--- config.mk ---
export PLATFORM = sky130hd
export DESIGN_NAME = onehot_arb_mux
export DESIGN_NICKNAME = d
export VERILOG_FILES = /design/src/rtl/onehot_arb_mux.sv
export SDC_FILE = /design/constraint.sdc
export NUM_CORES = 1
export LEC_CHECK = 0
export ABC_AREA = 1
export CAP_MARGIN = 25
export CORE_ASPECT_RATIO = 1.75
export CORE_MARGIN = 2
export CORE_UTILIZATION = 42
export DETAILED_ROUTE_END_ITERATION = 8
export GPL_TIMING_DRIVEN = 0
export PLACE_DENSITY = 0.87
export SETUP_SLACK_MARGIN = 0.4
export SLEW_MARGIN = 40
export SYNTH_ARGS = -nofsm -noshare
export SYNTH_HDL_FRONTEND = slang
export SYNTH_SLANG_ARGS = --single-unit
--- constraint.sdc ---
create_clock -name clock -period 6.87 [get_ports clock]
set_input_delay 1.374 -clock clock [delete_from_list [all_inputs] [get_ports clock]]
set_output_delay 1.374 -clock clock [all_outputs]
set_load 0.01 [all_outputs]
--- src/rtl/onehot_arb_mux.sv ---
`default_nettype none
// ============================================================================
// Module   : onehot_arb_mux
// Purpose  : N-channel valid/ready arbiter feeding a one-hot payload mux and
//            a single-entry registered output stage. Grant is generated
//            internally by round-robin (MODE=0) or by fixed lowest-index
//            priority (MODE=1). With LOCK_ON_LAST=1 a grant is held for a
//            whole burst, until a beat flagged last is accepted.
// Ports    : clock, reset   - rising-edge clock, async active-high reset
//            in_valid/in_ready/in_data/in_last - N request channels
//            out_valid/out_ready/out_data/out_last - registered output beat
//            out_sel/out_idx - one-hot and binary source of the output beat
// Revision : 1.0 - initial release
// ============================================================================
module onehot_arb_mux #(
    parameter int N            = 4,
    parameter int WIDTH        = 32,
    parameter int MODE         = 0,
    parameter int LOCK_ON_LAST = 1
) (
    input  logic                                clock,
    input  logic                                reset,
    input  logic [N-1:0]                        in_valid,
    output logic [N-1:0]                        in_ready,
    input  logic [WIDTH-1:0]                    in_data [N],
    input  logic [N-1:0]                        in_last,
    output logic                                out_valid,
    input  logic                                out_ready,
    output logic [WIDTH-1:0]                    out_data,
    output logic                                out_last,
    output logic [N-1:0]                        out_sel,
    output logic [((N > 1) ? $clog2(N) : 1)-1:0] out_idx
);

    localparam int IW = (N > 1) ? $clog2(N) : 1;

    // Output stage registers
    logic             out_valid_q, out_valid_d;
    logic [WIDTH-1:0] out_data_q,  out_data_d;
    logic             out_last_q,  out_last_d;
    logic [N-1:0]     out_sel_q,   out_sel_d;
    logic [IW-1:0]    out_idx_q,   out_idx_d;

    // Arbitration state
    logic             lock_q,     lock_d;
    logic [IW-1:0]    lock_idx_q, lock_idx_d;
    logic [IW-1:0]    ptr_q,      ptr_d;

    // Combinational arbitration results
    logic [N-1:0]     grant;
    logic [IW-1:0]    gidx;
    logic             gvalid;
    logic             free;
    logic             accept;

    // The stage can take a new beat when empty or when its beat leaves now.
    assign free   = !out_valid_q || out_ready;
    assign accept = gvalid && free && !reset;

    // in_ready depends only on in_valid, out_ready and state.
    assign in_ready = (reset || !free) ? '0 : grant;

    // ------------------------------------------------------------------------
    // Grant selection
    // ------------------------------------------------------------------------
    always_comb begin
        logic [IW-1:0] cand;
        int            j;
        grant  = '0;
        gidx   = '0;
        gvalid = 1'b0;
        cand   = '0;
        j      = 0;
        if (lock_q) begin
            // Mid-burst: only the locked channel may proceed; if it is idle
            // this cycle the others still wait (bubble).
            if (in_valid[lock_idx_q]) begin
                gidx   = lock_idx_q;
                gvalid = 1'b1;
            end
        end else if (MODE == 1) begin
            for (int i = 0; i < N; i++) begin
                cand = IW'(i);
                if (!gvalid && in_valid[cand]) begin
                    gidx   = cand;
                    gvalid = 1'b1;
                end
            end
        end else begin
            // Scan upward from the pointer, wrapping N-1 -> 0.
            for (int k = 0; k < N; k++) begin
                j = int'(ptr_q) + k;
                if (j >= N) begin
                    j = j - N;
                end
                cand = IW'(j);
                if (!gvalid && in_valid[cand]) begin
                    gidx   = cand;
                    gvalid = 1'b1;
                end
            end
        end
        if (gvalid) begin
            grant[gidx] = 1'b1;
        end
    end

    // ------------------------------------------------------------------------
    // Next-state logic
    // ------------------------------------------------------------------------
    always_comb begin
        out_valid_d = out_valid_q;
        out_data_d  = out_data_q;
        out_last_d  = out_last_q;
        out_sel_d   = out_sel_q;
        out_idx_d   = out_idx_q;
        lock_d      = lock_q;
        lock_idx_d  = lock_idx_q;
        ptr_d       = ptr_q;

        if (accept) begin
            out_valid_d = 1'b1;
            out_data_d  = in_data[gidx];
            out_last_d  = in_last[gidx];
            out_sel_d   = grant;
            out_idx_d   = gidx;

            if (LOCK_ON_LAST != 0) begin
                lock_d     = !in_last[gidx];
                lock_idx_d = gidx;
            end

            // Pointer only advances once the channel releases the output;
            // during a burst the lock, not the pointer, selects the source.
            if (!lock_d) begin
                ptr_d = (gidx == IW'(N - 1)) ? '0 : gidx + IW'(1);
            end
        end else if (out_ready) begin
            // Beat consumed with nothing behind it; payload left as is.
            out_valid_d = 1'b0;
        end
    end

    always_ff @(posedge clock or posedge reset) begin
        if (reset) begin
            out_valid_q <= 1'b0;
            out_data_q  <= '0;
            out_last_q  <= 1'b0;
            out_sel_q   <= '0;
            out_idx_q   <= '0;
            lock_q      <= 1'b0;
            lock_idx_q  <= '0;
            ptr_q       <= '0;
        end else begin
            out_valid_q <= out_valid_d;
            out_data_q  <= out_data_d;
            out_last_q  <= out_last_d;
            out_sel_q   <= out_sel_d;
            out_idx_q   <= out_idx_d;
            lock_q      <= lock_d;
            lock_idx_q  <= lock_idx_d;
            ptr_q       <= ptr_d;
        end
    end

    assign out_valid = out_valid_q;
    assign out_data  = out_data_q;
    assign out_last  = out_last_q;
    assign out_sel   = out_sel_q;
    assign out_idx   = out_idx_q;

endmodule
`default_nettype wire
==> impl_metrics.ini, run 1 <==
[clock_tree]
clk_latency_ns = 0.29
cts_resized = 0
clock-root-buffer = clkbuf_16
postCtsSetupRepairBufs = 0
clkTransAtPathRegs_ns = 0.06
clock_path_buffers = 2
holdBufCountCts = 0
htreeDepth = 2
cts-buffers-inserted = 5
cts_sinks = 43
cts_tree = built

[setup_path]
crit_family = buffers and inverters
worst_path_max_delay_cell = clkdlybuf4s50_1
critPathCaptureType = output port
cp_cell_sequence = clkdlybuf4s50_1 > inv_1 > nand2_1 > nand3_1 > nand2_2 > nor2_2 > nand3_1 > nand2_1 > nand3_2 > nand2_4 > buf_6 > buf_4 > ha_1 > inv_1 > nor2_1 > clkdlybuf4s50_1
cp_max_fo = 10
worst_path_largest_cell_delay_ns = 0.54
cp.required_ns = 5.50
path_buf_inv = 6
arrival_ns = 4.03
critPathLaunchType = input port
crit_type = input port to output port

[sta]
rsz0062_at_grt = no
tns_ns = 0
max_freq_mhz = 185
setup_viol = 0
worst_pin_slew_ns = 0.628
slew_viol_final = 0
post-route-period-util_pct = 78.7
slew_headroom_pct = 57.7
hold_viol = 0
fin_crit_ns = 5.41
hold_slack_ns = 0.478
clock_skew_ns = 0.00555

[route]
viasPerCell = 5.34
wl_um = 12000
initialDrtViolationCount = 267
vias = 4121
ant_nets = 0
wl_per_cell_um = 15.6
drt-pass1-iter-count = 6
drc = 0

[global_routing]
globalRouteTotalUtil_pct = 29.2
use_met3_pct = 5.58
grt_busiest_layer = met2
grt_start_max_net_pins = 24
grt_pass1_vias = 4099
antenna_found_initial = 0
grt-ovfl-total = 0
met1_usage_pct = 30.9
grt_pass1_wl_um = 19300
use_met2_pct = 54.0

[job]
cap_violations = 0

[layout]
layout_commonest_cell = nand2_1
n_fill_cell = 638
finalNonFillerCells = 772
final_cell_mix = nand2_1, clkdlybuf4s50_1, nand3_1
syn_to_final_growth_pct = 65.7
final_core_util_pct = 70.7
antenna_cells = 0
drive_gt1_share_pct = 7.31
finalNetCount = 826

[power_and_ir_drop]
p_per_area_nw_per_um2 = 399
ir_drop_mv = 0.239
leakage_nw = 2.58
total_power_mw = 2.10

[yosys]
syn-cell-area_sq_um = 3180
syn_inst = 495
synth-seq-cells = 43
yosysWarnings = 0
yosys.cell_types.count = 26
synth_fp_nets = 636
yosysSeqAreaShare_pct = 33.8
syn_avg_cell_area_sq_um = 6.43

[placed_design]
dp.cells = 766
place_congestion = 0.994
port_buffers = 182
dpl.hpwl_um = 9520

[status]
status = finished clean

[die]
fp.dieArea_sq_um = 8320
io_pins = 183
die_h_um = 119
coreArea_sq_um = 7460
die_w_um = 69.8
num_rows = 42
initial_utilization_pct = 42.7

[min_path]
hold_path.class = flip-flop to flip-flop
[power breakdown]
group	internal (mW)	switching (mW)
clock	0.131	0.0922
combinational	0.601	0.834
sequential	0.374	0.0735
[Yosys cell counts]
| library cell | count | area share [%] |
|---|---|---|
| buf_6 | 6 | 2.1 |
| nor3_2 | 1 | 0.31 |
| a21o_1 | 1 | 0.24 |
| nand2_1 | 217 | 26 |
| o21ai_1 | 2 | 0.31 |
| a31oi_1 | 1 | 0.20 |
| buf_4 | 6 | 1.4 |
| nand3_1 | 81 | 13 |
| buf_2 | 17 | 2.7 |
| clkbuf_1 | 1 | 0.12 |
| nor2_1 | 7 | 0.83 |
| o21ai_4 | 1 | 0.51 |
| and2_1 | 1 | 0.20 |
| nand3_2 | 2 | 0.63 |
| nand2_2 | 3 | 0.59 |
| ha_1 | 2 | 0.79 |
| nand3b_1 | 1 | 0.24 |
| inv_2 | 4 | 0.47 |
| inv_1 | 50 | 5.9 |
| a21oi_1 | 2 | 0.31 |
| o21ai_0 | 10 | 1.6 |
| dfrtp_1 | 43 | 34 |
| nand4_1 | 1 | 0.20 |
| nor2_2 | 2 | 0.39 |
| o211ai_1 | 32 | 7.5 |
| nand2_4 | 1 | 0.35 |
[flip-flops by register name, summed over array words and instances, names as in the netlist]
signal,flops
lock_idx_q,2
lock_q,1
out_data,32
out_last,1
out_sel,4
out_valid,1
ptr_q,2
[per-stage QoR]
step | setup slack (ns) | cell area [sq um]
finish | 1.46 | 5280
global route | 1.25 | 5280
CTS | 1.46 | 5280
detailed placement | 1.47 | 5150
global placement | 1.53 | 5120
floorplan | 2.69 | 3180
[cell type report]
| class | count | area [sq um] | share of cell area, % |
|---|---|---|---|
| Buffer | 30 | 201 | 3.82 |
| Sequential cell | 43 | 1080 | 20.4 |
| Tap cell | 88 | 110 | 2.09 |
| Multi-Input combinational cell | 368 | 1700 | 32.3 |
| Inverter | 54 | 205 | 3.89 |
| Clock buffer | 6 | 129 | 2.44 |
| Timing Repair Buffer | 183 | 1850 | 35.1 |
[path summary, 6_finish.rpt]
kind	from	endpoint	slack [ns]	depth (start not counted)
setup / recovery	in_valid[2]	in_ready[3]	1.46	16
hold / removal	out_sel[0]	out_sel[0]	0.48	1
setup reg to reg	ptr_q[0]	ptr_q[1]	4.52	13
hold reg to reg	out_sel[0]	out_sel[0]	0.48	1
max in group asynchronous	reset	out_data[18]	5.03	3
min in group asynchronous	reset	out_sel[3]	1.42	2
[metal layers]
metal / routed length, um / vias to the layer above
met1: 4260 / 1894
met5: 0 / -
li1: - / 1959
met2: 6480 / 214
met3: 664 / 54
met4: 615 / 0
[logic make-up after synthesis]
kind of cell	synth area share [%]
AOI/OAI and AO/OA	10.7
adders and majority gates	0.786
buffers and inverters	12.7
DFF	33.8
and+or+nand+nor	42.0
Note: power is estimated with default switching activity, not from simulation.
==> inputs of run 2 (changes only) <==
- CORE_UTILIZATION: 42 -> 39
- PLACE_DENSITY: 0.87 -> 0.82
- clock period: 6.87 -> 5.2 ns (I/O delays scaled with it)
==> run 2 against run 1 <==
- non-clock buffer count unchanged
- sequential power up 32%
- worst hold slack better by 0.0074 ns
- die area up 7.3%
- worst setup slack worse by 0.88 ns
- cell area up 0.57%
- core utilization down 3.6 points
- cell count up 0.52%
- clock power up 45%
- sequential share of layout area down 0.12 points
- sequential cell count unchanged
- register-to-register slack worse by 1.6 ns
==> impl_metrics.ini, run 2 (synthesis results as in run 1) <==
[placed_design]
port_buffers = 182
place_congestion = 0.975
dp.cells = 768
dpl.hpwl_um = 9480
post_dp_cell_area_sq_um = 5140

[sta]
rsz0062_at_grt = no
max_freq_mhz = 217
tns_ns = 0
clock_skew_ns = 0.00658
post-route-period-util_pct = 88.8
hold_slack_ns = 0.485
hold_viol = 0
setup_viol = 0
slew_viol_final = 0
fin_crit_ns = 4.62
slew_headroom_pct = 67.3
worst_pin_slew_ns = 0.487

[clock_tree]
clk_latency_ns = 0.29
clock-root-buffer = clkbuf_16
holdBufCountCts = 0
clock_path_buffers = 2
htreeDepth = 2
cts-buffers-inserted = 5
postCtsSetupRepairBufs = 0
clkTransAtPathRegs_ns = 0.06
cts_sinks = 43
cts_tree = built

[layout]
n_fill_cell = 732
finalNetCount = 826
syn_to_final_growth_pct = 66.6
drive_gt1_share_pct = 7.87
finalNonFillerCells = 776
largest_reg_flops = 32
antenna_cells = 0
final_cell_mix = nand2_1, clkdlybuf4s50_1, nand3_1
final_cell_area_sq_um = 5310
layout_commonest_cell = nand2_1
final_core_util_pct = 67.1

[setup_path]
cp_cell_sequence = clkdlybuf4s50_1 > inv_1 > nand2_1 > nand3_2 > nand2_2 > nor2_2 > nand3b_1 > nand3_1 > nand2_1 > o21ai_1 > ha_1 > inv_1 > nor2_1 > clkdlybuf4s50_1
cp_max_fo = 5
critPathLaunchType = input port
worst_path_largest_cell_delay_ns = 0.55
path_buf_inv = 4
crit_type = input port to output port
critPathCaptureType = output port
worst_path_max_delay_cell = clkdlybuf4s50_1
cp.required_ns = 4.16
arrival_ns = 3.58
crit_family = buffers and inverters

[global_routing]
grt-ovfl-total = 0
grt_pass1_wl_um = 19100
antenna_found_initial = 0
grt_start_max_net_pins = 33
grt_pass1_vias = 4128
globalRouteTotalUtil_pct = 27.6

[die]
num_rows = 43
die_w_um = 72.3
initial_utilization_pct = 40.3
fp.dieArea_sq_um = 8930
io_pins = 183
die_h_um = 124
coreArea_sq_um = 7910

[route]
drc = 0
ant_nets = 0
viasPerCell = 5.16
vias = 4006
drt-pass1-iter-count = 6
wl_um = 12000
wl_per_cell_um = 15.4
initialDrtViolationCount = 230

[status]
status = finished clean

[min_path]
hold_path.class = flip-flop to flip-flop

[power_and_ir_drop]
ir_drop_mv = 0.270
leakage_nw = 2.60
p_per_area_nw_per_um2 = 530

[job]
cap_violations = 0
==> run 2: cell types whose count changed in the layout (fill, tap and decap cells not counted) <==
cell and change:
clkbuf_1 -1, dlymetal6s2s_1 +1, buf_12 +1, nand3_1 -1, o21ai_0 -1, buf_4 -2
o21ai_1 +1, clkdlybuf4s50_1 -1, buf_6 +2, nand3_2 +1, buf_16 -1, inv_6 +1
clkinvlp_4 +2
==> run 2: worst min-delay path, stage by stage, from the launching register on <==
cell and delay (ns):
dfrtp_1 0.34, nand2_1 0.05, o21ai_0 0.06
==> run 2: worst paths after layout <==
kind,from,to,cells past startpoint,slack (ns)
worst max-delay path,in_valid[3],in_ready[2],14,0.58
worst min register to register,out_sel[2],out_sel[2],2,0.49
worst min-delay path,out_sel[2],out_sel[2],2,0.49
worst max register to register,ptr_q[0],out_data[15],12,2.91
max in group asynchronous,reset,out_data[15],3,3.75
min in group asynchronous,reset,out_data[4],2,1.03
==> run 2: cell type report <==
| type | count | area, sq um | area share (%) |
|---|---|---|---|
| plain buffers | 30 | 209 | 3.94 |
| clock buffers | 5 | 125 | 2.36 |
| clock inverters | 3 | 23.8 | 0.448 |
| inverters | 54 | 205 | 3.87 |
| multi-input cells | 368 | 1710 | 32.2 |
| flip-flops and latches | 43 | 1080 | 20.3 |
| well taps | 90 | 113 | 2.12 |
| repair buffers | 183 | 1840 | 34.8 |
==> run 2: per-layer routing <==
layer | global-route usage, % | routed length, um | vias to the layer above
li1 | - | - | 1963
met1 | 29.5 | 4300 | 1848
met2 | 51.3 | 6520 | 159
met3 | 4.40 | 695 | 36
met4 | 13.3 | 458 | 0
met5 | 0 | 0 | -
==> run 2: timing repair <==
item / 4_1_cts / 5_1_grt
endpoints found under the setup margin: 0 / 3
gates resized for setup: 0 / 5
hold endpoints to repair: 0 / 0
==> run 2: per-stage QoR <==
step	setup slack [ns]	power, mW
global route	0.402	3.03
CTS	0.443	2.81
floorplan	1.68	1.70
finish	0.582	2.81
global placement	0.467	2.44
detailed placement	0.458	2.47
==> run 2: power breakdown <==
group / internal [mW] / switching [mW] / leakage (nW) / total [mW]
clock: 0.180 / 0.144 / 0.0664 / 0.323
sequential: 0.493 / 0.0987 / 0.539 / 0.592
combinational: 0.801 / 1.09 / 2.00 / 1.90
